===== src/rtl/alu_error_monitor.sv =====
// Output stage for the duplicated self-checking ALU: classifies each X/Y sample,
// forwards one trusted result over valid/ready, and tracks errors with an OK/SUSPECT/FAULT FSM.
module alu_error_monitor #(
   parameter int unsigned CNT_W       = 8,
   parameter int unsigned FAULT_LIMIT = 3
) (
   input  logic             clk,
   input  logic             rst,
   input  logic             in_valid,
   output logic             in_ready,
   input  logic [2:0]       x,
   input  logic             xc,
   input  logic             xe0,
   input  logic             xe1,
   input  logic [2:0]       y,
   input  logic             yc,
   input  logic             ye0,
   input  logic             ye1,
   input  logic             clr,
   output logic             out_valid,
   input  logic             out_ready,
   output logic [2:0]       out_data,
   output logic             out_carry,
   output logic             out_err,
   output logic             out_src,
   output logic [1:0]       err_kind,
   output logic [1:0]       state,
   output logic             fault,
   output logic [CNT_W-1:0] err_count
);

   localparam int unsigned CONSEC_W = 4;
   localparam logic [CNT_W-1:0] CNT_MAX = '1;

   typedef enum logic [1:0] {
      ST_OK      = 2'b00,
      ST_SUSPECT = 2'b01,
      ST_FAULT   = 2'b10
   } state_t;

   state_t              r_state;
   logic                r_fault;
   logic [CONSEC_W-1:0] r_consec;
   logic [CNT_W-1:0]    r_err_count;

   logic                r_out_valid;
   logic [2:0]          r_out_data;
   logic                r_out_carry;
   logic                r_out_err;
   logic                r_out_src;
   logic [1:0]          r_err_kind;

   logic                w_rx_ok;
   logic                w_ry_ok;
   logic                w_match;
   logic                w_in_ready;
   logic                w_accept;
   logic [2:0]          w_data;
   logic                w_carry;
   logic                w_src;
   logic                w_err;
   logic [1:0]          w_kind;
   logic                w_is_err;
   logic [CONSEC_W:0]   w_consec_nxt;
   logic                w_hit_limit;
   logic                w_cnt_sat;

   assign w_rx_ok    = xe0 ^ xe1;
   assign w_ry_ok    = ye0 ^ ye1;
   assign w_match    = ({x, xc} == {y, yc});
   assign w_in_ready = !r_fault && !clr && (!r_out_valid || out_ready);
   assign w_accept   = in_valid && w_in_ready;

   // Consecutive count is widened by one bit so the limit compare cannot wrap.
   assign w_consec_nxt = {1'b0, r_consec} + (CONSEC_W + 1)'(1);
   assign w_hit_limit  = (w_consec_nxt >= (CONSEC_W + 1)'(FAULT_LIMIT));
   assign w_cnt_sat    = (r_err_count == CNT_MAX);

   // Pick the trusted copy and classify the sample from the two-rail checks.
   always_comb begin
      w_data   = x;
      w_carry  = xc;
      w_src    = 1'b0;
      w_err    = 1'b0;
      w_kind   = 2'b00;
      w_is_err = 1'b0;
      case ({w_rx_ok, w_ry_ok})
         2'b11: begin
            if (!w_match) begin
               w_err    = 1'b1;
               w_kind   = 2'b10;
               w_is_err = 1'b1;
            end
         end
         2'b10: begin
            w_kind   = 2'b01;
            w_is_err = 1'b1;
         end
         2'b01: begin
            w_data   = y;
            w_carry  = yc;
            w_src    = 1'b1;
            w_kind   = 2'b01;
            w_is_err = 1'b1;
         end
         default: begin
            w_err    = 1'b1;
            w_kind   = 2'b11;
            w_is_err = 1'b1;
         end
      endcase
   end

   // Result register: reloads on accept, otherwise drops valid once drained.
   always_ff @(posedge clk or posedge rst) begin
      if (rst) begin
         r_out_valid <= 1'b0;
         r_out_data  <= 3'b000;
         r_out_carry <= 1'b0;
         r_out_err   <= 1'b0;
         r_out_src   <= 1'b0;
         r_err_kind  <= 2'b00;
      end else if (w_accept) begin
         r_out_valid <= 1'b1;
         r_out_data  <= w_data;
         r_out_carry <= w_carry;
         r_out_err   <= w_err;
         r_out_src   <= w_src;
         r_err_kind  <= w_kind;
      end else if (out_ready) begin
         r_out_valid <= 1'b0;
      end
   end

   // Health FSM with error counters; only accepts or clr move it.
   always_ff @(posedge clk or posedge rst) begin
      if (rst) begin
         r_state     <= ST_OK;
         r_fault     <= 1'b0;
         r_consec    <= '0;
         r_err_count <= '0;
      end else if (clr) begin
         r_state     <= ST_OK;
         r_fault     <= 1'b0;
         r_consec    <= '0;
         r_err_count <= '0;
      end else if (w_accept) begin
         if (w_is_err) begin
            r_consec <= w_consec_nxt[CONSEC_W-1:0];
            if (!w_cnt_sat) begin
               r_err_count <= r_err_count + CNT_W'(1);
            end
         end else begin
            r_consec <= '0;
         end
         case (r_state)
            ST_OK, ST_SUSPECT: begin
               if (w_is_err && w_hit_limit) begin
                  r_state <= ST_FAULT;
                  r_fault <= 1'b1;
               end else if (w_is_err) begin
                  r_state <= ST_SUSPECT;
               end else begin
                  r_state <= ST_OK;
               end
            end
            default: begin
               r_state <= ST_FAULT;
               r_fault <= 1'b1;
            end
         endcase
      end
   end

   assign in_ready  = w_in_ready;
   assign out_valid = r_out_valid;
   assign out_data  = r_out_data;
   assign out_carry = r_out_carry;
   assign out_err   = r_out_err;
   assign out_src   = r_out_src;
   assign err_kind  = r_err_kind;
   assign state     = r_state;
   assign fault     = r_fault;
   assign err_count = r_err_count;

endmodule


===== config.mk =====
export PLATFORM = sky130hd
export DESIGN_NAME = alu_error_monitor
export DESIGN_NICKNAME = d
export VERILOG_FILES = /design/src/rtl/alu_error_monitor.sv
export SDC_FILE = /design/constraint.sdc
export NUM_CORES = 1
export LEC_CHECK = 0
export ABC_AREA = 1
export BUFFER_PORTS_ARGS = -buffer_cell sky130_fd_sc_hd__buf_2
export CAP_MARGIN = 10
export CORE_MARGIN = 5
export CORE_UTILIZATION = 43
export DETAILED_ROUTE_END_ITERATION = 10
export PLACE_DENSITY = 0.79
export SETUP_SLACK_MARGIN = 0.3
export SLEW_MARGIN = 30
export SYNTH_ARGS = -nofsm -noshare
export SYNTH_HDL_FRONTEND = slang
export SYNTH_SLANG_ARGS = --single-unit

===== constraint.sdc =====
create_clock -name clk -period 1.8 [get_ports clk]
set_input_delay 0.36 -clock clk [delete_from_list [all_inputs] [get_ports clk]]
set_output_delay 0.36 -clock clk [all_outputs]
set_load 0.01 [all_outputs]

==> Word-level counts from Yosys, hierarchy flattened <==
Index checks and enable logic that the tools add are counted.
W data, S select, Z words.
{ "classes": {"reduce_logical": 16, "muxes": 26, "bitwise_logic": 2, "n_addsub": 2, "eq_ne": 8, "magnitude_cmp": 1} }
{ "ops": {"columns": ["op", "n"], "rows": [
  ["$mux W8", 4],
  ["$mux W4", 3],
  ["$mux W1", 11],
  ["$mux W2", 5],
  ["$add A8 B1 Y8 const B", 1],
  ["$eq A8 B8 Y1 const B", 1],
  ["$reduce_bool A2 Y1", 3],
  ["$add A4 B1 Y5 const B", 1],
  ["$ge A5 B2 Y1 const B", 1],
  ["$eq A2 B1 Y1 const B", 2],
  ["$eq A2 B2 Y1 const B", 2],
  ["$eq A4 B4 Y1", 1],
  ["$logic_and A1 B1 Y1", 4],
  ["$pmux W2 S2", 1],
  ["$reduce_or A2 Y1", 2],
  ["$logic_not A1 Y1", 3],
  ["$mux W3", 1],
  ["$ne A3 B3 Y1 const B", 1],
  ["$reduce_and A3 Y1", 1],
  ["$logic_not A2 Y1", 1],
  ["$ne A2 B2 Y1 const B", 1],
  ["$pmux W1 S2", 1],
  ["$reduce_and A2 Y1", 1],
  ["$xor A1 B1 Y1", 2],
  ["$logic_or A1 B1 Y1", 1]
]} }
{ "totals": {"reg_bits": 24, "out_inout_bits": 21, "wordCells": 65} }

==> Logic depth before layout (Yosys ltp) <==
{ "logic_depth": {"ltp_word": 8, "ltp_mapped": 9} }

==> Worst setup path before layout <==
No wires, ideal clock.
{ "synth_timing": {"kind": "in2reg", "start": "input port ye1", "end": "register r_err_count[7], in the netlist err_count[7]", "slack_ns": 0.306, "n_path_buf": 1, "required_ns": 1.682, "arrival_time_ns": 1.376, "cell_stages": 8, "path_cell_list": "xor2_1 -> ha_1 -> nand2_1 -> nor2_2 -> nand3_4 -> buf_2 -> nand4_1 -> nand2_1"} }
{ "synth_via": {"elab_chain_cells": 5} }
{ "synth_lines": {"columns": ["element", "line", "rtl"], "rows": [
  ["from (decl)", "18", "input logic ye1,"],
  ["$xor A1 B1 Y1", "69", "assign w_ry_ok = ye0 ^ ye1;"],
  ["$eq A2 B2 Y1", "87", "case ({w_rx_ok, w_ry_ok})"],
  ["$mux W1", "87", null],
  ["$reduce_bool A2 Y1 (no source line)", null, null],
  ["$reduce_and A3 Y1 (no source line)", null, null],
  ["to (signal assigned)", "151", "r_err_count <= r_err_count + CNT_W'(1);"],
  ["to (decl)", "44", "logic [CNT_W-1:0] r_err_count;"]
]} }
Every way passes these cells.
A chain may end at the register's enable or synchronous reset.

==> Worst setup path in the final report <==
{ "layout_timing": {"start": "register r_fault, in the netlist fault", "end": "output port in_ready"} }
{ "layout_via": {"elab_chain_cells": 3} }
{ "layout_lines": {"columns": ["element", "line", "rtl"], "rows": [
  ["from (decl)", "42", "logic r_fault;"],
  ["from (signal assigned)", "139", "r_fault <= 1'b0;"],
  ["from (signal assigned)", "144", "r_fault <= 1'b0;"],
  ["from (signal assigned)", "160", "r_fault <= 1'b1;"],
  ["$logic_not A1 Y1", "71", "assign w_in_ready = !r_fault && !clr && (!r_out_valid || out_ready);"],
  ["$logic_and A1 B1 Y1 (2 in series)", "71", null],
  ["to (decl)", "10", "output logic in_ready,"]
]} }
Every way passes these cells.

==> impl_metrics.csv <==
group,metric,value,unit
worst_hold_path,hp-class,"input pin to async pin",
floorplan,ios,38,
flow_run,maxCapViolCount,0,
timing,tightest_slew,0.324,ns
timing,period_minus_slack,1.49,ns
routing,via_count,1275,
placement,place_congestion,0.794,
layout,final_cell_mix,"nand2_1, buf_2, inv_1, dfrtp_1, nand3_1",
placement,io_buffers,37,
clock_tree,cts_tree,"done",
worst_setup_path,slowest_stage,"dfrtp_1",
synth,yosysTopAreaCell,"dfrtp_1",
power,ir_drop,0.000501,V
worst_setup_path,r2r_end,"err_count[1]",
worst_setup_path,worst-r2r-cell-count,8,
worst_setup_path,crit_family,"flip-flops",
synth,avgSynthCellArea,7.47,µm²
floorplan,initial_utilization,0.449,
power,power,1.57,mW
synth,ys_warn_count,0,
worst_setup_path,start_kind,"flop",
outcome,outcome,"finished clean",
timing,drv_slew,0,
worst_setup_path,crit_fanout,3,
synth,ys_seq_area_frac,0.416,
layout,antennaDiodeCount,0,
placement,dp_hpwl,2300,µm
synth,synth_nets,207,
routing,routedWlPerCell,11.0,µm
clock_tree,cts-hold-fix-buffers,0,
timing,setup_violations,0,
power,power.density,931,nW/µm²
grt,grt_pass1_wl,5000,µm
timing,rsz0062_at_grt,"true",
timing,max_freq,673,MHz
worst_setup_path,cp-end-kind,"output pin",
layout,layout_commonest_cell,"nand2_1",
worst_setup_path,crit_buf_inv,1,
layout,area_delta_synth_final,22.0,%
layout,drive_above_1_share,0.282,
worst_setup_path,worstSetupPathType,"flop to output pin",
synth,synth_area_leaders,"dfrtp_1, nand2_1, nand3_1, inv_1, ha_1",
synth,yosysUniqueCellTypes,24,
grt,grt_pass1_vias,1237,
clock_tree,numCtsBuffers,3,
worst_setup_path,cp.arrival,1.13,ns
synth,netlist.area_leader.share,0.416,
worst_setup_path,path_cells,"nor2_2 -> and2_1 -> buf_2",
timing,totalNegativeSetupSlack,0,ns
routing,drt_iter0_drc,44,
layout,layout.nets,250,
floorplan,die_h,66.7,µm
routing,via_per_inst,4.70,
routing,drc_errors,0,
grt,antenna_found_initial,0,
routing,dr.pass1.iters,4,
worst_setup_path,r2r_setup_slack,0.40,ns
floorplan,die-area,4450,µm²
worst_setup_path,r2r-start,"fault",
worst_setup_path,worstPathRequired,1.44,ns
timing,hold_viol,0,
clock_tree,cts_max_level,1,
routing,routed_wl,2980,µm
grt,grt_usage,0.146,
clock_tree,clock_latency,0.31,ns
grt,grt_overflow,0,
worst_setup_path,crit_path_max_incr_delay,0.43,ns
timing,fin_skew,0.00109,ns
clock_tree,root_buffer,"clkbuf_4",
timing,slew_headroom,0.783,
clock_tree,clock_sinks,23,
grt,grt_max_degree,24,
synth,ys_ff_latch,23,
clock_tree,clockBufferDepth,2,
routing,ant_nets,0,
clock_tree,clkTransAtPathRegs,0.13,ns
timing,period_share,0.826,
floorplan,core-area,3080,µm²
power,p_leak,0.979,nW
floorplan,dieWidth,66.7,µm
synth,syn_inst,185,
layout,fillCellCount,315,
synth,netlist_area,1380,µm²
floorplan,rows,20,
Yosys cell counts:
library cell  count
inv_2             2
nand2_2           1
inv_4             1
ha_1              5
nand3_2           2
dfrtp_1          23
buf_4             1
inv_1            21
nor2_2            3
nand2_1          57
nand3_1          16
buf_2             3
nor2_1           16
o21ai_1           9
buf_1             1
clkinv_1          1
o21ai_0           4
xnor2_1           2
xor2_1            4
nand3_4           1
nand4_1           9
nor3_1            1
and2_1            1
nand2_8           1
sequential cells by signal, summed over array words and instances (netlist names):
signal	cells
state	2
out_src	1
r_consec	4
out_err	1
err_kind	1
fault	1
out_valid	1
err_count	8
out_carry	1
out_data	3
final cells by class:
type                            count  area (µm²)  area share
Multi-Input combinational cell    132         697       0.413
Sequential cell                    23         578       0.343
Timing Repair Buffer               43         230       0.136
Inverter                           25        98.8      0.0586
Tap cell                           44        55.1      0.0326
Clock buffer                        3        22.5      0.0134
Clock inverter                      1        5.00     0.00297
power by group:
| part | switching [mW] | total [mW] | internal (mW) |
|---|---|---|---|
| Sequential | 0.0992 | 0.744 | 0.645 |
| Clock | 0.163 | 0.246 | 0.0831 |
| Combinational | 0.331 | 0.580 | 0.249 |
worst max path at each step:
stage	startpoint	to	slack, ns	depth (start not counted)
2_1_floorplan	ye1	err_count[7]	0.31	8
3_5_place_dp	ye1	r_consec[0]	0.09	8
5_1_grt	fault	in_ready	0.25	3
3_3_place_gp	ye1	r_consec[3]	0.16	8
6_report	fault	in_ready	0.31	3
4_1_cts	fault	in_ready	0.31	3
stage by stage:
step | worst slack (ns) | std cells | instance area (µm²) | hold slack, ns | util
floorplan | 0.306 | 185 | 1380 | 0.362 | -
detailed placement | 0.0905 | 264 | 1620 | 0.419 | 0.526
global route | 0.252 | 271 | 1690 | 0.0824 | 0.548
finish | 0.314 | 271 | 1690 | 0.0538 | 0.548
global placement | 0.159 | 264 | 1620 | 0.410 | 0.526
CTS | 0.306 | 268 | 1650 | 0.0644 | 0.536
metal layers:
layer | track usage | wire [µm] | vias up
li1 | - | - | 666
met5 | 0 | 0 | -
met2 | 0.257 | 1430 | 35
met1 | 0.171 | 1330 | 568
met4 | 0.0711 | 49 | 0
met3 | 0.0202 | 168 | 6
cells by family after synthesis:
kind of cell	count (synthesis)	share of synthesized area
fa+ha+maj	5	0.0452
xor+xnor	6	0.0380
flops	23	0.416
simple gates	108	0.365
compound gates	13	0.0471
buf+inv	30	0.0887
repair_timing:
item | in CTS | in global routing
endpoints found under the setup margin | 1 | 12
pin swaps | 0 | 1
setup buffers | 0 | 3
resized for setup | 1 | 6
tightest hold or removal path: cells and delay by family:
kind	cells	cell delay (ns)
buf+inv	3	0.41
Note: power is estimated with default switching activity, not from simulation.
